==> src/rtl/mips_pkg.sv <==
// Shared MIPS decode definitions: opcode/funct encodings and the ID/EX register bundle.
package mips_pkg;

  localparam int ID_ADDR_W = 28;
  localparam int ID_DATA_W = 32;

  localparam logic [5:0] OP_RTYPE = 6'h00;
  localparam logic [5:0] OP_J     = 6'h02;
  localparam logic [5:0] OP_BEQ   = 6'h04;
  localparam logic [5:0] OP_ADDI  = 6'h08;
  localparam logic [5:0] OP_LW    = 6'h23;
  localparam logic [5:0] OP_SW    = 6'h2B;

  localparam logic [5:0] FN_SLL   = 6'h00;
  localparam logic [5:0] FN_JR    = 6'h08;
  localparam logic [5:0] FN_ADD   = 6'h20;
  localparam logic [5:0] FN_SUB   = 6'h22;
  localparam logic [5:0] FN_AND   = 6'h24;
  localparam logic [5:0] FN_OR    = 6'h25;
  localparam logic [5:0] FN_SLT   = 6'h2A;

  localparam logic [4:0] REG_ZERO = 5'd0;

  typedef struct packed {
    logic                 valid;
    logic [ID_ADDR_W-1:0] pc;
    logic [5:0]           opcode;
    logic [4:0]           rs;
    logic [4:0]           rt;
    logic [4:0]           rd;
    logic [4:0]           shamt;
    logic [5:0]           funct;
    logic [ID_DATA_W-1:0] imm;
    logic [ID_DATA_W-1:0] rs_data;
    logic [ID_DATA_W-1:0] rt_data;
  } id_ex_t;

  function automatic logic [ID_DATA_W-1:0] sign_extend16(input logic [15:0] imm16);
    return {{(ID_DATA_W-16){imm16[15]}}, imm16};
  endfunction

endpackage

==> src/rtl/register_file.sv <==
// 2-read/1-write register file with asynchronous reads, write-through bypass,
// a hardwired zero register and asynchronous active-low clear.
module register_file
  import mips_pkg::*;
#(
  parameter int DATA_W   = 32,
  parameter int NUM_REGS = 32
) (
  input  logic              clk,
  input  logic              rst,
  input  logic              we_i,
  input  logic [4:0]        waddr_i,
  input  logic [DATA_W-1:0] wdata_i,
  input  logic [4:0]        raddr_a_i,
  input  logic [4:0]        raddr_b_i,
  output logic [DATA_W-1:0] rdata_a_o,
  output logic [DATA_W-1:0] rdata_b_o
);

  logic [DATA_W-1:0] regs_q [NUM_REGS];

  always_ff @(posedge clk or negedge rst) begin
    if (!rst) begin
      for (int i = 0; i < NUM_REGS; i++) begin
        regs_q[i] <= '0;
      end
    end else if (we_i && (waddr_i != REG_ZERO)) begin
      regs_q[waddr_i] <= wdata_i;
    end
  end

  // A write landing on the same edge as the read is forwarded so decode never sees a stale value.
  always_comb begin
    rdata_a_o = regs_q[raddr_a_i];
    if (raddr_a_i == REG_ZERO) begin
      rdata_a_o = '0;
    end else if (we_i && (waddr_i == raddr_a_i)) begin
      rdata_a_o = wdata_i;
    end
  end

  always_comb begin
    rdata_b_o = regs_q[raddr_b_i];
    if (raddr_b_i == REG_ZERO) begin
      rdata_b_o = '0;
    end else if (we_i && (waddr_i == raddr_b_i)) begin
      rdata_b_o = wdata_i;
    end
  end

endmodule

==> src/rtl/instruction_decode.sv <==
// MIPS decode stage: splits the fetched instruction, reads operands and
// registers everything into the ID/EX bundle under stall/flush control.
module instruction_decode
  import mips_pkg::*;
#(
  parameter int ADDR_W   = 28,
  parameter int DATA_W   = 32,
  parameter int NUM_REGS = 32
) (
  input  logic              clk,
  input  logic              rst,
  input  logic              if_valid,
  input  logic [31:0]       if_instr,
  input  logic [ADDR_W-1:0] if_pc,
  output logic              if_ready,
  input  logic              id_stall,
  input  logic              id_flush,
  input  logic              wb_we,
  input  logic [4:0]        wb_addr,
  input  logic [DATA_W-1:0] wb_data,
  output logic              id_valid,
  output logic [ADDR_W-1:0] id_pc,
  output logic [5:0]        id_opcode,
  output logic [4:0]        id_rs,
  output logic [4:0]        id_rt,
  output logic [4:0]        id_rd,
  output logic [4:0]        id_shamt,
  output logic [5:0]        id_funct,
  output logic [DATA_W-1:0] id_imm,
  output logic [DATA_W-1:0] id_rs_data,
  output logic [DATA_W-1:0] id_rt_data
);

  id_ex_t            id_q, id_d, fresh;
  logic [DATA_W-1:0] rs_rd_data, rt_rd_data;

  register_file #(
    .DATA_W   (DATA_W),
    .NUM_REGS (NUM_REGS)
  ) u_regfile (
    .clk       (clk),
    .rst       (rst),
    .we_i      (wb_we),
    .waddr_i   (wb_addr),
    .wdata_i   (wb_data),
    .raddr_a_i (if_instr[25:21]),
    .raddr_b_i (if_instr[20:16]),
    .rdata_a_o (rs_rd_data),
    .rdata_b_o (rt_rd_data)
  );

  assign if_ready = ~id_stall;

  always_comb begin
    fresh         = '0;
    fresh.valid   = if_valid;
    fresh.pc      = if_pc;
    fresh.opcode  = if_instr[31:26];
    fresh.rs      = if_instr[25:21];
    fresh.rt      = if_instr[20:16];
    fresh.rd      = if_instr[15:11];
    fresh.shamt   = if_instr[10:6];
    fresh.funct   = if_instr[5:0];
    fresh.imm     = sign_extend16(if_instr[15:0]);
    fresh.rs_data = rs_rd_data;
    fresh.rt_data = rt_rd_data;
  end

  // Flush beats stall; a held instruction still picks up write-back results so a load-use stall resolves cleanly.
  always_comb begin
    id_d = id_q;
    if (id_flush) begin
      id_d       = fresh;
      id_d.valid = 1'b0;
    end else if (id_stall) begin
      if (wb_we && (wb_addr != REG_ZERO) && (wb_addr == id_q.rs)) begin
        id_d.rs_data = wb_data;
      end
      if (wb_we && (wb_addr != REG_ZERO) && (wb_addr == id_q.rt)) begin
        id_d.rt_data = wb_data;
      end
    end else begin
      id_d = fresh;
    end
  end

  always_ff @(posedge clk or negedge rst) begin
    if (!rst) begin
      id_q <= '0;
    end else begin
      id_q <= id_d;
    end
  end

  assign id_valid   = id_q.valid;
  assign id_pc      = id_q.pc;
  assign id_opcode  = id_q.opcode;
  assign id_rs      = id_q.rs;
  assign id_rt      = id_q.rt;
  assign id_rd      = id_q.rd;
  assign id_shamt   = id_q.shamt;
  assign id_funct   = id_q.funct;
  assign id_imm     = id_q.imm;
  assign id_rs_data = id_q.rs_data;
  assign id_rt_data = id_q.rt_data;

endmodule

==> config.mk <==
export PLATFORM = sky130hd
export DESIGN_NAME = instruction_decode
export DESIGN_NICKNAME = d
export VERILOG_FILES = /design/src/rtl/mips_pkg.sv /design/src/rtl/register_file.sv /design/src/rtl/instruction_decode.sv
export SDC_FILE = /design/constraint.sdc
export NUM_CORES = 2
export LEC_CHECK = 0
export CORE_MARGIN = 10
export CORE_UTILIZATION = 56
export DETAILED_ROUTE_END_ITERATION = 8
export PLACE_DENSITY_LB_ADDON = 0.25
export SLEW_MARGIN = 40
export SYNTH_ARGS = -nofsm -noshare
export SYNTH_HDL_FRONTEND = slang
export SYNTH_SLANG_ARGS = --single-unit
==> constraint.sdc <==
create_clock -name clk -period 1.81 [get_ports clk]
set_input_delay 0.2715 -clock clk [delete_from_list [all_inputs] [get_ports clk]]
set_output_delay 0.2715 -clock clk [all_outputs]
set_load 0.02 [all_outputs]
==> metrics.cfg <==
[route]
num_vias=42280
viasPerCell=6.723
drc_errors=0
drtAntennaViolNets=0
firstDrtPassIters=5
drtIter0Drc=4663
wl_per_cell_um=31.13
wirelength_mm=195.8

[yosys]
synth_cell_type_count=40
syn_inst=4198
yosys.area.top_type=dfrtp_1
avgSynthCellArea_sq_um=14.29
synth-main-ff-cell=dfrtp_1
ys_top_cells_by_count=dfrtp_1 (1149), mux2_2 (1140), mux4_2 (440)
ys_warn_count=0
synth_fp_nets=4301
synthTopCellsByArea=dfrtp_1 (48%), mux2_2 (21%), mux4_2 (17%)
seq_area_frac_synth_pct=47.92
synth.most_common_cell=dfrtp_1
synth_edf_count=0
synth.cell_area_sq_um=60010
ys_ff_latch=1149
async_reset_ff_share_pct=100.0
synth_top_area_share_pct=47.92

[setup_path]
crit_fanout=6
critPathKind=reg2reg
crit_arrival_ns=2.56
cp.required_ns=2.40
critPathCaptureType=flop
startpoint_type=flop

[power_and_ir_drop]
vdd_drop_max_uv=848.6
pwr-share-comb_pct=22.9
power_density_nw_per_um2=1061
p_leak_uw=0.03347
intPower_uw=57470
pwr-share-seq_pct=43.0
p_switching_uw=21850
pwr-share-clk_pct=34.1
power_uw=79320
swShare_pct=27.55

[placed_design]
io_buffer_count=260
dp_hpwl_mm=125.9
finalWeightedCongestion=0.8669
dpl_worst_slack_ns=-0.9195

[floorplanning]
core.rowCount=120
core_area_sq_um=106800
die_h_um=347.3
die_x_um=347.3
initial_core_util_pct=56.21
die-area_sq_um=120600
io-pin-count=261

[clocking]
cts_buffers=120
cts.reportedPaths.clkPinSlew_ns=0.06
clock_latency_ns=0.73
clock_sinks=1149
max-clock-path-buffers=3
root_buffer=clkbuf_16
cts_tree=done
htree_levels=3

[global_routing]
grtUsageTotal_pct=31.70
grt_overflow=0
grt_pass1_vias=43650
grt_pass1_wl_mm=289.5
antenna_found_initial=2
grt_start_max_net_pins=109

[job]
cap_violations=0

[status]
failed_checks=negative setup slack
outcome=finished with violations

[finish]
postLayoutCoreUtil_pct=70.02
drive_gt1_share_pct=53.96
ff_latch_area_sq_um=28760
multi_input_area_sq_um=29560
nets=4880
area_growth_syn_to_layout_pct=24.57
n_fill_cell=7040

[sta]
setup_viol=62
final.setup.worst_slack_ns=-0.1573
finClkSkew_ns=0.02666
rsz0062_at_grt=yes
period_minus_slack_ns=1.967
hold_viol=0
slew_headroom_pct=42.59
tns_ns=-5.197
timing.final.crit_share_pct=108.7
fmax_mhz=508.3
worst_pin_slew_ns=0.8594
slew_violations=0

[worst_hold_path]
hold_path.class=in2reg

[logic make-up after synthesis]
kind of cell              Yosys count  synth area share [%]
muxes                            1750                 40.75
DFF                              1149                 47.92
buffers and inverters             530                 3.966
and+or+nand+nor                   444                 3.182
AOI/OAI and AO/OA                 305                 3.895
xor gates and xnor gates           20                0.2919
[final timing paths]
check / from / to / slack [ns] / depth (start not counted)
setup / recovery: id_rt[3] / id_rt_data[22] / -0.16 / 7
hold / removal: if_instr[26] / id_opcode[0] / 0.08 / 3
setup reg to reg: id_rt[3] / id_rt_data[22] / -0.16 / 7
hold reg to reg: u_regfile.regs_q[1022] / u_regfile.regs_q[1022] / 0.40 / 0
max in group asynchronous: rst / u_regfile.regs_q[461] / 0.86 / 4
min in group asynchronous: rst / u_regfile.regs_q[989] / 0.25 / 3
[power by group through the flow]
stage	sequential, uW	clock [uW]	combinational (uW)
4_1_cts	33900	27300	17900
3_5_place_dp	34300	0	17900
6_report	34100	27100	18200
2_1_floorplan	33500	0	11400
3_3_place_gp	34000	0	17500
5_1_grt	34500	28400	19400
[metal layers]
| metal | up-vias | share of wire (%) | GRT usage, % |
|---|---|---|---|
| li1 | 17030 | - | - |
| met1 | 22460 | 39 | 42.72 |
| met4 | 2 | 4.9 | 13.61 |
| met3 | 529 | 9.1 | 6.262 |
| met5 | - | 0.0066 | 0 |
| met2 | 2254 | 47 | 50.15 |
[state kept, by name (all words and copies together) (netlist names), 5 cells and up]
signal / flops
id_rt: 5
id_rs: 5
id_rs_data: 32
u_regfile.regs_q: 1024
id_pc: 28
id_funct: 5
id_opcode: 6
id_rt_data: 32
[cell usage in the layout, fill, tap and decap left out, drive strengths merged, types with 39 or more instances in the layout]
| master | n |
|---|---|
| a221o | 49 |
| o22ai | 75 |
| nand2 | 222 |
| buf | 698 |
| clkbuf | 174 |
| clkdlybuf4s50 | 94 |
| mux2i | 168 |
| mux4 | 440 |
| nor2 | 113 |
| mux2 | 1142 |
| dlygate4sd2 | 107 |
| dfrtp | 1149 |
| a22oi | 96 |
| nand3 | 39 |
| a211oi | 46 |
| inv | 56 |
[per-stage QoR]
stage | instance area, sq um | hold slack, ns | instances
global route | 74750 | 0.07579 | 6288
global placement | 69850 | 0.3772 | 6036
floorplan | 60580 | -0.02409 | 4198
CTS | 74200 | 0.04224 | 6270
detailed placement | 69850 | 0.3826 | 6036
finish | 74750 | 0.08403 | 6288
[final cells by class]
type	count	share of cell area (%)
diodes	2	0.006695
clock buffers	167	4.643
clock inverters	61	1.153
inverters	50	0.2511
multi-input cells	2519	39.55
flip-flops and latches	1149	38.48
well taps	1403	2.348
repair buffers	937	13.57
[repair_timing]
action	in CTS	in global routing
hold buffers	5	0
endpoints found under the hold margin	691	0
gates resized for setup	288	75
buffers inserted	1	11
gates cloned	0	6
pin swaps	2	21
setup endpoints to repair	246	76
[worst max-delay path, stage by stage (launching register included)]
cell       delay (ns)
dfrtp_1          0.39
xnor2_1          0.20
nand3_1          0.17
o31ai_4          0.32
buf_6            0.23
clkbuf_16        0.22
nor2_1           0.06
a221o_1          0.25
Power figures use the tool's default switching activity.
